File: src/rtl/voice_allocator_p.sv
// Polyphonic voice allocator: a note table with age-based voice stealing, a
// round-robin voice dispatcher, and a saturating mixer for the returned samples.
module voice_allocator_p #(
  parameter int NBANKS     = 16,
  parameter int SAMPLE_W   = 24,
  parameter int GAIN_SHIFT = 2
) (
  input  logic                      clk,
  input  logic                      reset_n,
  input  logic                      clk_en,
  input  logic                      i_cmd_valid,
  input  logic [15:0]               i_data,
  output logic [6:0]                o_midi,
  output logic [6:0]                o_velocity,
  output logic [$clog2(NBANKS)-1:0] o_slot,
  input  logic [$clog2(NBANKS)-1:0] i_slot,
  input  logic                      i_active,
  input  logic [SAMPLE_W-1:0]       i_sample,
  output logic [SAMPLE_W-1:0]       o_signal,
  output logic                      o_frame_valid,
  output logic [$clog2(NBANKS):0]   o_active_count,
  output logic                      o_full,
  output logic                      o_steal
);

  localparam int SW = $clog2(NBANKS);
  localparam int AW = SAMPLE_W + SW;
  localparam logic [SW-1:0] LAST     = SW'(NBANKS - 1);
  localparam logic [SW-1:0] IDX_ONE  = SW'(1);
  localparam logic [SW:0]   CNT_ONE  = (SW + 1)'(1);
  localparam logic [SW:0]   CNT_FULL = (SW + 1)'(NBANKS);
  localparam logic signed [AW-1:0] SAT_MAX = {{(SW + 1){1'b0}}, {(SAMPLE_W - 1){1'b1}}};
  localparam logic signed [AW-1:0] SAT_MIN = {{(SW + 1){1'b1}}, {(SAMPLE_W - 1){1'b0}}};

  logic [6:0] note_q [NBANKS];
  logic [6:0] vel_q  [NBANKS];
  logic [7:0] age_q  [NBANKS];
  logic [6:0] note_d [NBANKS];
  logic [6:0] vel_d  [NBANKS];
  logic [7:0] age_d  [NBANKS];

  logic          cmd_on;
  logic [6:0]    cmd_note;
  logic [6:0]    cmd_vel;
  logic          hit;
  logic [SW-1:0] hit_idx;
  logic          free_found;
  logic [SW-1:0] free_idx;
  logic [SW-1:0] old_idx;
  logic [7:0]    old_age;
  logic [SW-1:0] tgt;
  logic          steal_d;
  logic [SW:0]   cnt_d;

  logic [SW-1:0]          v_idx;
  logic signed [AW-1:0]   acc;
  logic signed [AW-1:0]   sample_ext;
  logic signed [AW-1:0]   sum;
  logic signed [AW-1:0]   shifted;
  logic [SAMPLE_W-1:0]    sat;

  assign cmd_on   = i_data[15];
  assign cmd_note = i_data[14:8];
  assign cmd_vel  = i_data[6:0];

  // Lookup of the matching slot, the lowest free slot and the oldest slot (lowest index wins ties).
  always_comb begin
    hit        = 1'b0;
    hit_idx    = '0;
    free_found = 1'b0;
    free_idx   = '0;
    old_idx    = '0;
    old_age    = age_q[0];
    for (int i = 0; i < NBANKS; i++) begin
      if (!hit && cmd_note != 7'd0 && note_q[i] == cmd_note) begin
        hit     = 1'b1;
        hit_idx = SW'(i);
      end
      if (!free_found && note_q[i] == 7'd0) begin
        free_found = 1'b1;
        free_idx   = SW'(i);
      end
    end
    for (int i = 1; i < NBANKS; i++) begin
      if (age_q[i] > old_age) begin
        old_age = age_q[i];
        old_idx = SW'(i);
      end
    end
  end

  always_comb begin
    note_d  = note_q;
    vel_d   = vel_q;
    age_d   = age_q;
    steal_d = 1'b0;
    tgt     = '0;
    if (i_cmd_valid) begin
      if (cmd_on) begin
        if (cmd_note != 7'd0) begin
          tgt     = hit ? hit_idx : (free_found ? free_idx : old_idx);
          steal_d = !hit && !free_found;
          for (int i = 0; i < NBANKS; i++) begin
            if (note_q[i] != 7'd0 && SW'(i) != tgt)
              age_d[i] = (age_q[i] == 8'hFF) ? 8'hFF : age_q[i] + 8'd1;
          end
          note_d[tgt] = cmd_note;
          vel_d[tgt]  = cmd_vel;
          age_d[tgt]  = 8'd0;
        end
      end else if (cmd_note == 7'h7F) begin
        for (int i = 0; i < NBANKS; i++) begin
          note_d[i] = 7'd0;
          vel_d[i]  = 7'd0;
          age_d[i]  = 8'd0;
        end
      end else if (hit) begin
        note_d[hit_idx] = 7'd0;
        vel_d[hit_idx]  = 7'd0;
        age_d[hit_idx]  = 8'd0;
      end
    end
  end

  always_comb begin
    cnt_d = '0;
    for (int i = 0; i < NBANKS; i++) begin
      if (note_d[i] != 7'd0)
        cnt_d = cnt_d + CNT_ONE;
    end
  end

  always_ff @(posedge clk or negedge reset_n) begin
    if (!reset_n) begin
      for (int i = 0; i < NBANKS; i++) begin
        note_q[i] <= '0;
        vel_q[i]  <= '0;
        age_q[i]  <= '0;
      end
      o_active_count <= '0;
      o_full         <= 1'b0;
      o_steal        <= 1'b0;
    end else begin
      note_q         <= note_d;
      vel_q          <= vel_d;
      age_q          <= age_d;
      o_active_count <= cnt_d;
      o_full         <= (cnt_d == CNT_FULL);
      o_steal        <= steal_d;
    end
  end

  // The accumulator is wide enough for a full frame of samples, so only the final result saturates.
  always_comb begin
    sample_ext = i_active ? {{SW{i_sample[SAMPLE_W-1]}}, i_sample} : '0;
    sum        = acc + sample_ext;
    shifted    = sum >>> GAIN_SHIFT;
    if (shifted > SAT_MAX)
      sat = SAT_MAX[SAMPLE_W-1:0];
    else if (shifted < SAT_MIN)
      sat = SAT_MIN[SAMPLE_W-1:0];
    else
      sat = shifted[SAMPLE_W-1:0];
  end

  always_ff @(posedge clk or negedge reset_n) begin
    if (!reset_n) begin
      v_idx         <= '0;
      o_midi        <= '0;
      o_velocity    <= '0;
      o_slot        <= '0;
      acc           <= '0;
      o_signal      <= '0;
      o_frame_valid <= 1'b0;
    end else begin
      o_frame_valid <= 1'b0;
      if (clk_en) begin
        o_midi     <= note_q[v_idx];
        o_velocity <= vel_q[v_idx];
        o_slot     <= v_idx;
        v_idx      <= (v_idx == LAST) ? '0 : v_idx + IDX_ONE;
        if (i_slot == LAST) begin
          o_signal      <= sat;
          o_frame_valid <= 1'b1;
          acc           <= '0;
        end else begin
          acc <= sum;
        end
      end
    end
  end

endmodule

File: config.mk
export PLATFORM = sky130hd
export DESIGN_NAME = voice_allocator_p
export DESIGN_NICKNAME = d
export VERILOG_FILES = /design/src/rtl/voice_allocator_p.sv
export SDC_FILE = /design/constraint.sdc
export NUM_CORES = 2
export LEC_CHECK = 0
export ABC_AREA = 1
export CORE_MARGIN = 1.5
export CORE_UTILIZATION = 60
export DETAILED_ROUTE_END_ITERATION = 10
export PLACE_DENSITY_LB_ADDON = 0.2
export SETUP_SLACK_MARGIN = 0.1
export SYNTH_ARGS = -nofsm -noshare
export SYNTH_HDL_FRONTEND = slang
export SYNTH_SLANG_ARGS = --single-unit
export TNS_END_PERCENT = 30
File: constraint.sdc
create_clock -name clk -period 33.7 [get_ports clk]
set_input_delay 3.37 -clock clk [delete_from_list [all_inputs] [get_ports clk]]
set_output_delay 3.37 -clock clk [all_outputs]
set_load 0.02 [all_outputs]
==> metrics.yaml <==
outcome:
  outcome: "finished, final reports clean"
synthesis:
  ys_warn_count: 0
  synth_area_um2: 35800
  synth.ff_latch_count: 434
  synth-seq-area-share_pct: 30.3
  synth_edf_count: 0
  synthArstFlopShare_pct: 100
  ys.flop_type: "dfrtp_1"
  post_synth.cell_area_avg_um2: 6.91
  yosysUniqueCellTypes: 66
  syn_inst: 5187
  syn-num-nets: 5404
sta:
  worstMarginPinSlew_ns: 1.38
  hold_viol: 0
  setup_tns_ns: 0
  drv_slew: 0
  finalClockSkew_ns: 0.0315
  rsz0062_at_grt: "false"
  slew_headroom_pct: 8.05
  fin_crit_sh_pct: 90.9
  max_freq_mhz: 32.6
  min_period_ns: 30.63
  setup_viol: 0
  layout_setup_ws_ns: 3.07
cts:
  cts-root-buf: "clkbuf_16"
  clk_pin_slew_ns: 0.06
  clock_latency_ns: 0.65
  cts_tree: "yes"
  cts_max_path_buffers: 3
  holdBufCountCts: 0
  cts-buffers-inserted: 51
  cts.sinks: 434
  htreeDepth: 2
layout:
  insertedDiodeCount: 0
  final_common_cell: "nand2_1"
  drive_gt1_share_pct: 6.18
  syn_to_final_growth_pct: 8.24
  nNetsFinal: 5301
  mostFrequentLayoutCells: "842 x nand2_1, 548 x inv_1, 506 x nor2_1, 433 x dfrtp_1, 420 x o21ai_0"
min_path:
  hold_path_class: "flop to flop"
critical_path:
  path_buf_inv: 14
  slowest_delay_ns: 0.71
  cp_top_family: "simple AND/OR/NAND/NOR gates"
  end_kind: "flop"
  required_ns: 34.25
  crit_arrival_ns: 31.18
  cp_common_cell: "nand2_1"
  cpMaxStageDelayCell: "nor2_1"
  worstSetupPathType: "flop to flop"
  start_kind: "flop"
  worst-path-max-fanout: 20
flow_run:
  maxCapViolCount: 0
floorplan:
  core_um2: 59000
  io_pins: 99
  initial_utilization_pct: 60.7
  fp.dieArea_um2: 61200
  core.rowCount: 89
  die_y_um: 247
  die_w_um: 247
place:
  pre_cts_ws_ns: 3.13
  io_buffers: 97
  place_congestion: 0.993
  hpwl_mm: 77.4
route:
  wire_per_inst_um: 19.6
  wirelength_mm: 116
  final_antenna_net_count: 0
  via_per_inst: 6.37
  via_count: 37600
  drtPass1Iterations: 6
  drt_iter0_markers: 4354
  drc: 0
grt:
  use_met2_pct: 56.5
  use_met1_pct: 51.2
  grt_pass1_wl_mm: 182
  grt_busiest_layer: "met2"
  grt_max_degree: 203
  grt_use_met3_pct: 7.49
  antenna_found_initial: 0
  overflow: 0
  first_global_vias: 34300
  grt_usage_pct: 37.3
[metrics by stage]
stage	instances	util (%)	hold WS (ns)	instance area, um^2
3_3_place_gp	5804	62.6	0.469	37000
3_5_place_dp	5804	62.6	0.472	37000
5_1_grt	5899	65.7	0.500	38800
6_report	5899	65.7	0.488	38800
4_1_cts	5899	65.7	0.488	38800
2_1_floorplan	5187	-	0.456	35800
[routing by layer]
metal,up-vias,share of wire (%)
met4,0,4.5
met3,338,11
met2,2027,43
met1,17500,41
met5,-,0
li1,17700,-
[worst register-to-register path, delay by kind of cell (launching register included)]
kind | cells | cell delay, ns
xor+xnor | 1 | 0.14
simple gates | 95 | 12.14
buf+inv | 14 | 1.20
flops | 1 | 0.40
compound gates | 41 | 8.26
fa+ha+maj | 27 | 8.40
[registers in the layout, summed over array words and instances, names as in the netlist]
register,cells
o_active_count,5
o_midi,7
o_slot,4
v_idx,4
o_full,1
o_velocity,7
o_frame_valid,1
acc,28
o_signal,24
o_steal,1
age_q,128
vel_q,112
note_q,112
[cell families after synthesis]
group                    count (synthesis)  synth area share (%)
buffers and inverters                  889                  9.52
flip-flops                             434                  30.3
AND/OR/NAND/NOR                       2036                  25.7
multiplexers                            16                 0.503
adder cells (fa/ha/maj)                168                  5.89
XOR/XNOR                               157                  3.84
AO/OA/AOI/OAI                         1487                  24.3
[repair_timing]
| action | CTS | global route |
|---|---|---|
| gates resized for setup | 0 | 1 |
| setup buffers | 0 | 0 |
| setup endpoints to repair | 0 | 3 |
[final timing paths]
path	slack (ns)	end	depth (start not counted)	from
setup / recovery	3.07	o_full	178	age_q[127]
hold / removal	0.49	o_slot[2]	2	o_slot[2]
setup reg to reg	3.07	o_full	178	age_q[127]
hold reg to reg	0.49	o_slot[2]	2	o_slot[2]
max in group asynchronous	29.27	o_steal	2	reset_n
min in group asynchronous	2.76	age_q[125]	1	reset_n
[layout make-up]
class / count / area [um^2]
clock buffer: 69 / 1480
timing repair buffer: 146 / 1340
multi-input combinational: 3864 / 21600
fill: 5270 / 20200
tap: 773 / 967
sequential: 434 / 10900
inverter: 587 / 2220
clock inverter: 26 / 329
[synthesized netlist by cell type (6+ instances only)]
cell type	number	share of area, %
a211oi_1	18	0.38
a21oi_1	381	5.3
a22oi_1	128	2.7
a31oi_1	296	5.2
and3_1	7	0.12
buf_1	22	0.23
buf_2	24	0.34
clkbuf_1	249	2.6
clkinv_1	10	0.10
dfrtp_1	434	30
ha_1	167	5.8
inv_1	551	5.8
inv_2	24	0.25
mux2_2	16	0.50
nand2_1	843	8.8
nand2_2	37	0.65
nand2_4	12	0.38
nand3_1	330	4.6
nand3_2	6	0.17
nand3b_1	29	0.61
nand4_1	97	1.7
nor2_1	507	5.3
nor2_2	6	0.10
nor2_4	9	0.28
nor3_1	51	0.71
nor4_1	47	0.82
o211ai_1	58	1.2
o21ai_0	420	5.9
o21ai_1	65	0.91
o21bai_1	14	0.29
o221ai_1	14	0.34
o22ai_1	10	0.17
o311ai_0	8	0.20
o31ai_1	28	0.59
o32ai_1	17	0.42
or2_1	7	0.12
or2_2	27	0.47
xnor2_1	35	0.86
xor2_1	122	3.0
Power is not shown: default switching activity piles up to over one toggle a cycle in this logic, so the estimate is an artifact.
